==> config.mk <==
export PLATFORM = sky130hd
export DESIGN_NAME = vm_dispense_ctrl
export DESIGN_NICKNAME = d
export VERILOG_FILES = /design/src/rtl/vm_dispense_ctrl.sv
export SDC_FILE = /design/constraint.sdc
export NUM_CORES = 1
export LEC_CHECK = 0
export BUFFER_PORTS_ARGS = -buffer_cell sky130_fd_sc_hd__clkbuf_2
export CORE_MARGIN = 2
export CORE_UTILIZATION = 51
export DETAILED_ROUTE_END_ITERATION = 10
export GPL_TIMING_DRIVEN = 0
export PLACE_DENSITY = 0.72
export SLEW_MARGIN = 25
export SYNTH_ARGS = -nofsm -noshare
export SYNTH_HDL_FRONTEND = slang
export SYNTH_SLANG_ARGS = --single-unit
==> constraint.sdc <==
create_clock -name clk -period 3.2 [get_ports clk]
set_clock_uncertainty 0.1 [all_clocks]
set_input_delay 0.96 -clock clk [delete_from_list [all_inputs] [get_ports clk]]
set_output_delay 0.96 -clock clk [all_outputs]
set_load 0.02 [all_outputs]
==> src/rtl/vm_dispense_ctrl.sv <==
// vm_dispense_ctrl
// Sequences vend and change requests onto a single shared motor/hopper channel.
// Request pulses are queued in a 4-entry FIFO of {chg, prod[1:0]} entries. Jobs
// are run one at a time with a mtr_en / mtr_done handshake. The block keeps a
// stock count per product, turns a vend of a sold-out product into a refund, and
// optionally latches a fault when the motor runs too long.
//
// Optional feature: define VM_DISP_TIMEOUT_EN to build the motor timeout counter
// and the FAULT entry path. When the macro is undefined, PROD/CHG wait forever for
// mtr_done and fault is tied low.
//
// Ports
//   clk, reset_n            rising-edge clock, synchronous active-low reset
//   req_a/req_b/req_c       one-cycle vend pulses (A > B > C when several are high)
//   req_chg                 one-cycle change-return pulse
//   restock                 reload every stock counter with STOCK_INIT
//   fault_clr               leave FAULT and clear the fault flag
//   mtr_done                completion level from the motor driver
//   mtr_en, mtr_sel         motor run command and channel (00 A, 01 B, 10 C, 11 change)
//   busy                    FSM is not IDLE
//   q_full                  FIFO holds 4 entries
//   sold_out                bit i set when stock of product i is zero
//   drop_err                one-cycle pulse when a request (or part of one) is dropped
//   fault                   sticky motor timeout flag
//
// state   | meaning
// IDLE    | waiting for a queued job
// LOAD    | pop FIFO head into the job register, pick product/refund/nothing
// PROD    | motor runs on the product channel until mtr_done
// CHG     | motor runs on the change hopper until mtr_done
// RELEASE | motor off, wait for mtr_done to drop before the next command
// FAULT   | motor timed out; job discarded, queue kept, wait for fault_clr

module vm_dispense_ctrl #(
  parameter int unsigned STOCK_W    = 4,
  parameter int unsigned STOCK_INIT = 8,
  parameter int unsigned TIMEOUT    = 255
) (
  input  logic       clk,
  input  logic       reset_n,
  input  logic       req_a,
  input  logic       req_b,
  input  logic       req_c,
  input  logic       req_chg,
  input  logic       restock,
  input  logic       fault_clr,
  input  logic       mtr_done,
  output logic       mtr_en,
  output logic [1:0] mtr_sel,
  output logic       busy,
  output logic       q_full,
  output logic [2:0] sold_out,
  output logic       drop_err,
  output logic       fault
);

  typedef enum logic [2:0] {
    S_IDLE, S_LOAD, S_PROD, S_CHG, S_RELEASE, S_FAULT
  } state_t;

  localparam logic [STOCK_W-1:0] STOCK_LD = STOCK_W'(STOCK_INIT);

  state_t             state_q, state_d;
  logic [2:0]         fifo_q [4];
  logic [2:0]         fifo_d [4];
  logic [1:0]         wr_ptr_q, wr_ptr_d, rd_ptr_q, rd_ptr_d;
  logic [2:0]         count_q, count_d;
  logic [2:0]         job_q, job_d;
  logic               chg_pend_q, chg_pend_d;
  logic [STOCK_W-1:0] stock_q [3];
  logic [STOCK_W-1:0] stock_d [3];
  logic               mtr_en_q, mtr_en_d;
  logic [1:0]         mtr_sel_q, mtr_sel_d;
  logic               busy_q, busy_d;
  logic               q_full_q, q_full_d;
  logic [2:0]         sold_out_q, sold_out_d;
  logic               drop_err_q, drop_err_d;

`ifdef VM_DISP_TIMEOUT_EN
  localparam logic [7:0] TMR_MAX = 8'(TIMEOUT);
  logic [7:0] tmr_q, tmr_d;
  logic       fault_q, fault_d;
`endif

  logic               push_req, push, pop, multi, ovf;
  logic [1:0]         req_prod;
  logic [2:0]         head;
  logic [STOCK_W-1:0] head_stock;

  always_comb begin
    state_d    = state_q;
    fifo_d     = fifo_q;
    wr_ptr_d   = wr_ptr_q;
    rd_ptr_d   = rd_ptr_q;
    job_d      = job_q;
    chg_pend_d = chg_pend_q;
    stock_d    = stock_q;
    mtr_sel_d  = mtr_sel_q;
`ifdef VM_DISP_TIMEOUT_EN
    tmr_d      = tmr_q;
`endif

    // Request encoding: A beats B beats C; every losing product is a drop.
    multi    = (req_a & (req_b | req_c)) | (req_b & req_c);
    req_prod = req_a ? 2'd0 : req_b ? 2'd1 : req_c ? 2'd2 : 2'd3;
    push_req = req_a | req_b | req_c | req_chg;
    pop      = (state_q == S_LOAD);
    // A pop in the same cycle frees a slot, so a full FIFO still accepts the push.
    push     = push_req & ((count_q != 3'd4) | pop);
    ovf      = push_req & (count_q == 3'd4) & ~pop;

    if (push) begin
      fifo_d[wr_ptr_q] = {req_chg, req_prod};
      wr_ptr_d         = wr_ptr_q + 2'd1;
    end
    if (pop) rd_ptr_d = rd_ptr_q + 2'd1;
    count_d = count_q + {2'b00, push} - {2'b00, pop};

    head       = fifo_q[rd_ptr_q];
    head_stock = '0;
    for (int i = 0; i < 3; i++) begin
      if (head[1:0] == 2'(i)) head_stock = stock_q[i];
    end

    case (state_q)
      S_IDLE: begin
        if (count_q != 3'd0) state_d = S_LOAD;
      end
      S_LOAD: begin
        job_d = head;
        if (head[1:0] != 2'd3 && head_stock != '0) begin
          state_d   = S_PROD;
          mtr_sel_d = head[1:0];
        end else if (head[1:0] != 2'd3 || head[2]) begin
          // Either a plain change request or a sold-out vend turned into a refund.
          state_d   = S_CHG;
          mtr_sel_d = 2'd3;
        end else begin
          state_d = S_IDLE;
        end
      end
      S_PROD: begin
        if (mtr_done) begin
          for (int i = 0; i < 3; i++) begin
            if (job_q[1:0] == 2'(i) && stock_q[i] != '0)
              stock_d[i] = stock_q[i] - STOCK_W'(1);
          end
          chg_pend_d = job_q[2];
          state_d    = S_RELEASE;
        end
`ifdef VM_DISP_TIMEOUT_EN
        else if (tmr_q == TMR_MAX) state_d = S_FAULT;
        else tmr_d = tmr_q + 8'd1;
`endif
      end
      S_CHG: begin
        if (mtr_done) begin
          chg_pend_d = 1'b0;
          state_d    = S_RELEASE;
        end
`ifdef VM_DISP_TIMEOUT_EN
        else if (tmr_q == TMR_MAX) state_d = S_FAULT;
        else tmr_d = tmr_q + 8'd1;
`endif
      end
      S_RELEASE: begin
        if (!mtr_done) begin
          if (chg_pend_q) begin
            state_d   = S_CHG;
            mtr_sel_d = 2'd3;
          end else begin
            state_d = S_IDLE;
          end
        end
      end
      S_FAULT: begin
        if (fault_clr) state_d = S_IDLE;
      end
      default: state_d = S_IDLE;
    endcase

`ifdef VM_DISP_TIMEOUT_EN
    if ((state_d == S_PROD || state_d == S_CHG) && state_d != state_q) tmr_d = '0;
    fault_d = (state_d == S_FAULT);
`endif

    // Restock is applied last so it overrides a same-cycle decrement.
    if (restock) begin
      for (int i = 0; i < 3; i++) stock_d[i] = STOCK_LD;
    end
    for (int i = 0; i < 3; i++) sold_out_d[i] = (stock_d[i] == '0);

    mtr_en_d   = (state_d == S_PROD) || (state_d == S_CHG);
    busy_d     = (state_d != S_IDLE);
    q_full_d   = (count_d == 3'd4);
    drop_err_d = multi | ovf;
  end

  always_ff @(posedge clk) begin
    if (!reset_n) begin
      state_q    <= S_IDLE;
      for (int i = 0; i < 4; i++) fifo_q[i] <= '0;
      wr_ptr_q   <= '0;
      rd_ptr_q   <= '0;
      count_q    <= '0;
      job_q      <= '0;
      chg_pend_q <= 1'b0;
      for (int i = 0; i < 3; i++) stock_q[i] <= STOCK_LD;
      mtr_en_q   <= 1'b0;
      mtr_sel_q  <= 2'd0;
      busy_q     <= 1'b0;
      q_full_q   <= 1'b0;
      sold_out_q <= 3'b000;
      drop_err_q <= 1'b0;
`ifdef VM_DISP_TIMEOUT_EN
      tmr_q      <= '0;
      fault_q    <= 1'b0;
`endif
    end else begin
      state_q    <= state_d;
      fifo_q     <= fifo_d;
      wr_ptr_q   <= wr_ptr_d;
      rd_ptr_q   <= rd_ptr_d;
      count_q    <= count_d;
      job_q      <= job_d;
      chg_pend_q <= chg_pend_d;
      stock_q    <= stock_d;
      mtr_en_q   <= mtr_en_d;
      mtr_sel_q  <= mtr_sel_d;
      busy_q     <= busy_d;
      q_full_q   <= q_full_d;
      sold_out_q <= sold_out_d;
      drop_err_q <= drop_err_d;
`ifdef VM_DISP_TIMEOUT_EN
      tmr_q      <= tmr_d;
      fault_q    <= fault_d;
`endif
    end
  end

  assign mtr_en   = mtr_en_q;
  assign mtr_sel  = mtr_sel_q;
  assign busy     = busy_q;
  assign q_full   = q_full_q;
  assign sold_out = sold_out_q;
  assign drop_err = drop_err_q;
`ifdef VM_DISP_TIMEOUT_EN
  assign fault    = fault_q;
`else
  assign fault    = 1'b0;
`endif

endmodule

==> impl_metrics.ini, run 1 <==
[critical_path]
rr_worst_depth = 15
worst-path-max-fanout = 10
crit_chain = buf_4, or3b_1, buf_4, a32oi_4, buf_6, inv_2, ha_1, inv_1, ha_1, inv_1, fa_2, xnor2_2, xnor2_1, and2_1, and3b_1
startpoint_type = register
r2r-start = state_q[0]$_SDFF_PN0_
r2r_slack_ns = 0.19
slowest_stage = fa_2
setup.worst_path.class = reg -> reg
r2r-end = q_full$_SDFF_PN0_
cp.arrival_ns = 3.12
crit_path_max_incr_delay_ns = 0.35
critPathRequiredTime_ns = 3.31
crit_end = q_full$_SDFF_PN0_
setup.worst_path.end_class = register
startpoint = state_q[0]$_SDFF_PN0_

[pwr]
powerDensity_nw_per_um2 = 658
power_leakage_nw = 1.03
vdd_ir_drop_max_mv = 0.361

[sta]
maxSlewHeadroom = 0.560
setup_slack_ns = 0.187
hold_viol_final = 0
finalCritPeriodShare = 0.941
tightest_slew_ns = 0.659
fmax_mhz = 332
setup_viol = 0
slew_violations = 0
post-route-min-period_ns = 3.01
rsz0062_at_grt = no
fin_setup_tns_ns = 0

[clocking]
cts_buffers = 5
cts_tree = yes
cts.sinks = 47
h-tree-depth = 2
insertion_delay_ns = 0.30
cts_buffer_depth = 2
clk_pin_slew_ns = 0.09
cts_root_buf = clkbuf_8

[global_route]
grt_pass1_vias = 1876
grt_max_degree = 14
antenna_found_initial = 0
grt_pass1_wl_um = 8140
grt_use_total = 0.198
gr-total-overflow = 0

[placement]
numPortBuffers = 16
dpl_cell_area_um2 = 2570
dpl_worst_slack_ns = -0.321
globalplace.congestion = 0.827
hpwlAfterDp_um = 3490

[yosys]
ys_ff_latch = 47
ys_async_sr_fraction = 0
synth_edf_count = 0
syn_area_um2 = 2420
syn-instance-count = 272
seq_area_frac_synth = 0.389
synth.distinct_cells = 53
synth.avg_cell_area_um2 = 8.88
yosys_warnings = 0
ys.flop_type = dfxtp_1
syn_nets = 291

[cells_and_area]
mostFrequentLayoutCells = dfxtp_1 (47), nand2_1 (33), nor2_1 (20)
fin_nets = 316
layout_commonest_cell = dfxtp_1
diodes = 0
regArea_um2 = 941
area_delta_synth_final_pct = 11.5
drive_above_1_share = 0.148
final_area_um2 = 2700
multi_input_area_um2 = 1370
fill_cells = 423

[floorplan]
die_w_um = 72.8
placementRows = 25
fp.dieH_um = 72.8
dieArea_um2 = 5300
initial_core_util = 0.522
core_um2 = 4630
ios = 19

[status]
status = complete, no violations

[route]
via_per_inst = 5.58
ant_nets = 0
vias = 1960
post_drt_wl_per_cell_um = 13.5
drc = 0
drt_pass1_iterations = 4
drt_iter0_drc = 97
drt_wl_total_um = 4740

[min_path]
hold_class = reg -> reg

[run]
maxCapViolCount = 0
[where the power goes]
group | total (mW) | internal (mW) | switching (mW)
Sequential | 0.761 | 0.684 | 0.0772
Clock | 0.365 | 0.170 | 0.195
Combinational | 0.646 | 0.297 | 0.349
[registers in the layout, summed over array words and instances (netlist names)]
signal      count
count_q         3
busy            1
q_full          1
sold_out        3
rd_ptr_q        2
mtr_sel         2
wr_ptr_q        2
mtr_en          1
fifo_q         12
state_q         3
job_q           3
chg_pend_q      1
stock_q        12
drop_err        1
[layout make-up]
type | instances | share of cell area
buffer | 11 | 0.0251
clock buffer | 6 | 0.0306
tap | 54 | 0.0251
timing repair buffer | 20 | 0.0409
multi-input combinational | 197 | 0.507
sequential | 47 | 0.349
inverter | 15 | 0.0209
clock inverter | 1 | 0.00186
[synth_stat cells (2+ instances only)]
cell type | n | area share
xnor2_1 | 9 | 0.033
o21ai_1 | 2 | 0.0041
a21boi_1 | 12 | 0.037
nand3_1 | 14 | 0.029
a21oi_1 | 9 | 0.019
o31ai_1 | 2 | 0.0062
inv_2 | 2 | 0.0031
dfxtp_1 | 47 | 0.39
nor2b_1 | 9 | 0.023
a211oi_1 | 3 | 0.0093
nand2_1 | 33 | 0.051
buf_2 | 3 | 0.0062
nor2_1 | 20 | 0.031
clkbuf_1 | 8 | 0.012
nand2b_1 | 3 | 0.0078
nor3_1 | 12 | 0.025
a311oi_1 | 3 | 0.011
nor4_1 | 4 | 0.010
nor3b_1 | 3 | 0.0093
inv_1 | 13 | 0.020
and3_1 | 2 | 0.0052
mux2i_1 | 5 | 0.021
or3b_1 | 2 | 0.0073
mux4_2 | 2 | 0.019
a21boi_0 | 4 | 0.012
or3_1 | 2 | 0.0052
and2_1 | 8 | 0.021
ha_1 | 9 | 0.047
nand4b_1 | 2 | 0.0073
a2111oi_2 | 2 | 0.012
[metal layers]
layer / GRT usage / wire length [µm] / share of wire
met1: 0.232 / 2150 / 0.45
met2: 0.340 / 2320 / 0.49
met3: 0.0470 / 195 / 0.041
met4: 0.0885 / 77 / 0.016
met5: 0 / 0 / 0
[through the flow]
| step | power (mW) | utilization | std cells | hold slack [ns] |
|---|---|---|---|---|
| floorplan | 1.24 | - | 272 | 0.330 |
| detailed placement | 1.39 | 0.554 | 342 | 0.346 |
| global placement | 1.37 | 0.554 | 342 | 0.342 |
| finish | 1.77 | 0.582 | 351 | 0.355 |
| global route | 1.90 | 0.582 | 351 | 0.386 |
| CTS | 1.76 | 0.575 | 348 | 0.357 |
[kinds of logic (layout without fill, tap and decap cells)]
group | count (synthesis) | in the layout | share of synthesized area
AO/OA/AOI/OAI | 47 | 47 | 0.158
XOR/XNOR | 9 | 9 | 0.0326
adder cells (fa/ha/maj) | 10 | 10 | 0.0549
buffers and inverters | 28 | 53 | 0.0497
flip-flops | 47 | 47 | 0.389
multiplexers | 9 | 9 | 0.0549
other | 1 | 1 | 0.00155
AND/OR/NAND/NOR | 121 | 121 | 0.259
[critical path, delay by kind of cell (launching register included)]
| kind | cells | cell delay [ns] |
|---|---|---|
| xor+xnor | 2 | 0.27 |
| buf+inv | 6 | 0.63 |
| simple gates | 3 | 0.65 |
| fa+ha+maj | 3 | 0.74 |
| compound gates | 1 | 0.20 |
| flops | 1 | 0.32 |
[timing repair]
| item | 4_1_cts | 5_1_grt |
|---|---|---|
| pin swaps | 1 | 1 |
| endpoints found under the setup margin | 2 | 1 |
| hold endpoints to repair | 0 | 0 |
| buffers inserted | 1 | 3 |
| hold buffers | 0 | 0 |
| resized for setup | 2 | 4 |
[worst min path at each step]
| stage | from | end | slack [ns] | cells past startpoint |
|---|---|---|---|---|
| after floorplan | fifo_q[8]$_SDFFE_PN0P_ | fifo_q[8]$_SDFFE_PN0P_ | 0.33 | 2 |
| final | fifo_q[6]$_SDFFE_PN0P_ | fifo_q[6]$_SDFFE_PN0P_ | 0.35 | 2 |
| after global routing | fifo_q[9]$_SDFFE_PN0P_ | fifo_q[9]$_SDFFE_PN0P_ | 0.39 | 2 |
| after global placement | fifo_q[9]$_SDFFE_PN0P_ | fifo_q[9]$_SDFFE_PN0P_ | 0.34 | 2 |
| after detailed placement | fifo_q[6]$_SDFFE_PN0P_ | fifo_q[6]$_SDFFE_PN0P_ | 0.35 | 2 |
| after CTS | fifo_q[6]$_SDFFE_PN0P_ | fifo_q[6]$_SDFFE_PN0P_ | 0.36 | 2 |
Note: power is estimated with default switching activity, not from simulation.
==> run 2, diff against run 1 <==
--- a/config.mk
+++ b/config.mk
@@ -10,6 +10,7 @@
 export CORE_UTILIZATION = 51
 export DETAILED_ROUTE_END_ITERATION = 10
 export GPL_TIMING_DRIVEN = 0
+export MAX_ROUTING_LAYER = met4
 export PLACE_DENSITY = 0.72
 export SLEW_MARGIN = 25
 export SYNTH_ARGS = -nofsm -noshare
==> constraint.sdc (replaced) <==
create_clock -name clk -period 2.5 [get_ports clk]
set_clock_uncertainty 0.1 [all_clocks]
set_input_delay 0.75 -clock clk [delete_from_list [all_inputs] [get_ports clk]]
set_output_delay 0.75 -clock clk [all_outputs]
set_load 0.02 [all_outputs]
==> run 2 against run 1 <==
The run now ends with negative setup slack left. Critical path depth down 2. Via count up 0.66%. Critical path type unchanged. Clock power grew 58%. Utilization up 1.9 points. Clock-buffer cell count unchanged. Largest power group unchanged. Critical endpoint unchanged. Worst setup slack got worse by 0.41 ns. Non-clock buffer count grew 2.
==> impl_metrics.ini, run 2 (same netlist as run 1, synthesis figures left out) <==
[status]
status = complete, but fails checks
violations = negative setup slack

[min_path]
hold_class = reg -> reg
hold_depth = 2

[clocking]
cts_buffers = 5
insertion_delay_ns = 0.30
cts_hold_buf = 0
clk_pin_slew_ns = 0.09
cts.sinks = 47
cts_buffer_depth = 2
h-tree-depth = 2
cts_root_buf = clkbuf_8
cts_tree = yes

[global_route]
grt_pass1_vias = 1880
antenna_found_initial = 0
gr-total-overflow = 0
grt_max_degree = 15
grt_pass1_wl_um = 8260
grt_use_total = 0.206

[floorplan]
placementRows = 25
dieArea_um2 = 5300
die_w_um = 72.8
initial_core_util = 0.522
core_um2 = 4630
fp.dieH_um = 72.8
ios = 19

[critical_path]
critPathRequiredTime_ns = 2.60
crit_buf_inv = 4
path_delay_family = simple AND/OR/NAND/NOR gates
crit_path_max_incr_delay_ns = 0.42
critical_path_depth = 13
startpoint_type = register
crit_chain = or3b_4, a32oi_4, buf_6, inv_2, ha_4, inv_2, ha_4, inv_2, fa_2, xnor2_2, xnor2_1, and2_1, and3b_1
setup.worst_path.class = reg -> reg
setup.worst_path.end_class = register
cp.arrival_ns = 2.82
cp_common_cell = inv_2
slowest_stage = or3b_4
rr_worst_depth = 13
worst-path-max-fanout = 7

[sta]
slew_violations = 0
maxSlewHeadroom = 0.613
fmax_mhz = 368
rsz0062_at_grt = yes
setup_viol = 2
hold_slack_ns = 0.357
hold_viol_final = 0
setup_slack_ns = -0.219
post-route-min-period_ns = 2.72
tightest_slew_ns = 0.579
finalCritPeriodShare = 1.09

[route]
ant_nets = 0
vias = 1973
via_per_inst = 5.57
drc = 0
post_drt_wl_per_cell_um = 13.6
drt_pass1_iterations = 4
drt_wl_total_um = 4800
drt_iter0_drc = 106

[cells_and_area]
top_regs = fifo_q: 12 flops, stock_q: 12 flops
diodes = 0
layout_commonest_cell = dfxtp_1
final_area_um2 = 2780
mostFrequentLayoutCells = dfxtp_1 (44), nand2_1 (33), nor2_1 (19)
area_delta_synth_final_pct = 15.1
drive_above_1_share = 0.187
fin_nets = 318

[run]
maxCapViolCount = 0

[placement]
dpl_worst_slack_ns = -0.726
hpwlAfterDp_um = 3490
globalplace.congestion = 0.827
numPortBuffers = 16
dpl_cell_area_um2 = 2630

[pwr]
power_leakage_nw = 1.06
vdd_ir_drop_max_mv = 0.489
powerDensity_nw_per_um2 = 880
power.total_mw = 2.45
## run 2: cell count changes in the layout (fill, tap and decap cells not counted), sizes merged
cell / previous run / this run
buf: 9 / 11
bufinv: 0 / 1
## run 2: worst paths after layout
path | end | from | slack, ns
hold reg to reg | fifo_q[11]$_SDFFE_PN0P_ | fifo_q[11]$_SDFFE_PN0P_ | 0.36
setup / recovery | q_full$_SDFF_PN0_ | state_q[1]$_SDFF_PN0_ | -0.22
setup reg to reg | q_full$_SDFF_PN0_ | state_q[1]$_SDFF_PN0_ | -0.22
hold / removal | fifo_q[11]$_SDFFE_PN0P_ | fifo_q[11]$_SDFFE_PN0P_ | 0.36
## run 2: routing by layer
metal,wire (µm),vias up,share of wire,track usage
met5,0,-,0,-
met4,93,0,0.019,0.0761
met1,2250,934,0.47,0.251
li1,-,1006,-,-
met3,144,7,0.030,0.0428
met2,2310,26,0.48,0.336
## run 2: worst min-delay path, cell delays in order, from the launching register on
cell and delay, ns:
dfxtp_1 0.31, nand2_1 0.05, a21boi_1 0.05
## run 2: cell type report
cell class | count | area (µm²)
Fill cell | 408 | 1850
Multi-Input combinational cell | 197 | 1400
Sequential cell | 47 | 950
Timing Repair Buffer | 24 | 140
Clock buffer | 6 | 82.6
Tap cell | 54 | 67.6
Inverter | 15 | 58.8
Buffer | 9 | 52.6
Clock inverter | 2 | 35.0
## run 2: per-stage QoR
step	cells	utilization	TNS [ns]
after floorplan	272	-	-1.02
after global placement	342	0.567	-1.60
after detailed placement	342	0.567	-1.64
after CTS	352	0.596	-0.507
after global routing	354	0.601	-0.521
final	354	0.601	-0.276
## run 2: repair_timing
item / CTS / global route
endpoints found under the setup margin: 3 / 4
pin swaps: 5 / 5
buffers inserted: 4 / 4
resized for setup: 4 / 5
## run 2: power breakdown
part           internal, mW  leakage, nW  total (mW)  switching (mW)
combinational         0.417        0.610       0.892           0.475
clock                 0.324       0.0612       0.578           0.254
sequential            0.879        0.384       0.978          0.0985
total                  1.62         1.06        2.45           0.827
==> run 3, diff against run 2 <==
--- a/config.mk
+++ b/config.mk
@@ -12,6 +12,7 @@
 export GPL_TIMING_DRIVEN = 0
 export MAX_ROUTING_LAYER = met4
 export PLACE_DENSITY = 0.72
+export RECOVER_POWER = 50
 export SLEW_MARGIN = 25
 export SYNTH_ARGS = -nofsm -noshare
 export SYNTH_HDL_FRONTEND = slang
==> run 3 against run 2 <==
The run still ends with negative setup slack left. Register-to-register slack about the same. Cell area barely moved. Worst setup slack hardly changed. Combinational power about the same. Critical path type unchanged. Largest cell class unchanged. Largest power group unchanged. Highest routed layer unchanged.
==> impl_metrics.ini, run 3 (same netlist as run 1, synthesis figures left out) <==
[critical_path]
setup.worst_path.end_class = register
critPathRequiredTime_ns = 2.60
worst-path-max-fanout = 7
startpoint_type = register
rr_worst_depth = 13
setup.worst_path.class = reg -> reg
cp.arrival_ns = 2.82

[route]
wl_met2_um = 2310
ant_nets = 0
wl_met3_um = 143
vias = 1974
drc = 0
met1_length_um = 2250
drt_iter0_drc = 103
post_drt_wl_per_cell_um = 13.6
drt_wl_total_um = 4800
drt_pass1_iterations = 4
top_layer_used = met4
via_per_inst = 5.58

[sta]
post-route-min-period_ns = 2.72
slew_violations = 0
tightest_slew_ns = 0.592
fmax_mhz = 368
hold_viol_final = 0
setup_viol = 2
rsz0062_at_grt = yes
maxSlewHeadroom = 0.605
finalCritPeriodShare = 1.09
setup_slack_ns = -0.219

[clocking]
cts_tree = yes
cts_hold_buf = 0
cts.sinks = 47
h-tree-depth = 2
cts_root_buf = clkbuf_8
clk_pin_slew_ns = 0.09
cts_buffer_depth = 2
insertion_delay_ns = 0.30
cts_buffers = 5

[pwr]
swShare = 0.338
vdd_ir_drop_max_mv = 0.489
power.total_mw = 2.45
p_switching_mw = 0.828
intPower_mw = 1.62
powerDensity_nw_per_um2 = 880
p_comb_frac = 0.364
pwr-share-clk = 0.236
power_leakage_nw = 1.05
p_seq_frac = 0.400

[global_route]
grt_max_degree = 15
gr-total-overflow = 0
grt_pass1_vias = 1880
grt_pass1_wl_um = 8260
grt_use_total = 0.206
antenna_found_initial = 0

[status]
status = complete, but fails checks
violations = negative setup slack

[floorplan]
die_w_um = 72.8
core_um2 = 4630
ios = 19
initial_core_util = 0.522
dieArea_um2 = 5300
placementRows = 25
fp.dieH_um = 72.8

[min_path]
hold_class = reg -> reg
hold_depth = 2

[cells_and_area]
diodes = 0
layout_commonest_cell = dfxtp_1
top_regs = fifo_q: 12 flops, stock_q: 12 flops
final_cells = 354
mostFrequentLayoutCells = dfxtp_1 (44), nand2_1 (33), nor2_1 (19)
drive_above_1_share = 0.183
fin_nets = 318
area_delta_synth_final_pct = 15.1

[placement]
hpwlAfterDp_um = 3490
numPortBuffers = 16
dp.cells = 342
globalplace.congestion = 0.827

[run]
maxCapViolCount = 0
-- run 3: power by group through the flow --
stage	clock [mW]	combinational, mW	sequential [mW]
finish	0.578	0.892	0.978
global route	0.617	1.00	0.997
CTS	0.600	0.881	0.980
detailed placement	0	0.867	0.982
global placement	0	0.855	0.978
floorplan	0	0.653	1.00
-- run 3: what timing repair did --
item / 4_1_cts / 5_1_grt
setup buffers: 4 / 4
resized for setup: 4 / 5
pin swaps: 5 / 5
setup endpoints to repair: 3 / 4
-- run 3: worst paths after layout --
path	start	endpoint	slack (ns)
setup reg to reg	state_q[1]$_SDFF_PN0_	q_full$_SDFF_PN0_	-0.22
hold / removal	fifo_q[11]$_SDFFE_PN0P_	fifo_q[11]$_SDFFE_PN0P_	0.36
setup / recovery	state_q[1]$_SDFF_PN0_	q_full$_SDFF_PN0_	-0.22
hold reg to reg	fifo_q[11]$_SDFFE_PN0P_	fifo_q[11]$_SDFFE_PN0P_	0.36
-- run 3: layout make-up --
class | instances | area, µm²
Fill cell | 409 | 1850
Multi-Input combinational cell | 197 | 1400
Sequential cell | 47 | 950
Timing Repair Buffer | 24 | 139
Clock buffer | 6 | 82.6
Tap cell | 54 | 67.6
Inverter | 15 | 58.8
Buffer | 9 | 52.6
Clock inverter | 2 | 35.0
-- run 3: worst max-delay path: stages (launching register included) --
cell and delay (ns):
dfxtp_4 0.37, or3b_4 0.42, a32oi_4 0.20, buf_6 0.13, inv_2 0.03, ha_4 0.20, inv_2 0.06, ha_4 0.12
inv_2 0.03, fa_2 0.36, xnor2_2 0.15, xnor2_1 0.12, and2_1 0.16, and3b_1 0.16
-- run 3: through the flow --
step | setup slack [ns] | area (µm²) | TNS, ns | utilization | hold WS [ns]
floorplan | -0.517 | 2480 | -1.02 | - | 0.330
global placement | -0.715 | 2630 | -1.60 | 0.567 | 0.341
detailed placement | -0.726 | 2630 | -1.64 | 0.567 | 0.345
CTS | -0.334 | 2760 | -0.507 | 0.596 | 0.357
global route | -0.344 | 2780 | -0.579 | 0.601 | 0.373
finish | -0.219 | 2780 | -0.275 | 0.601 | 0.357
-- run 3: layer usage --
metal | GRT usage | up-vias
met2 | 0.336 | 26
li1 | - | 1006
met1 | 0.251 | 935
met3 | 0.0428 | 7
met4 | 0.0761 | 0
met5 | - | -
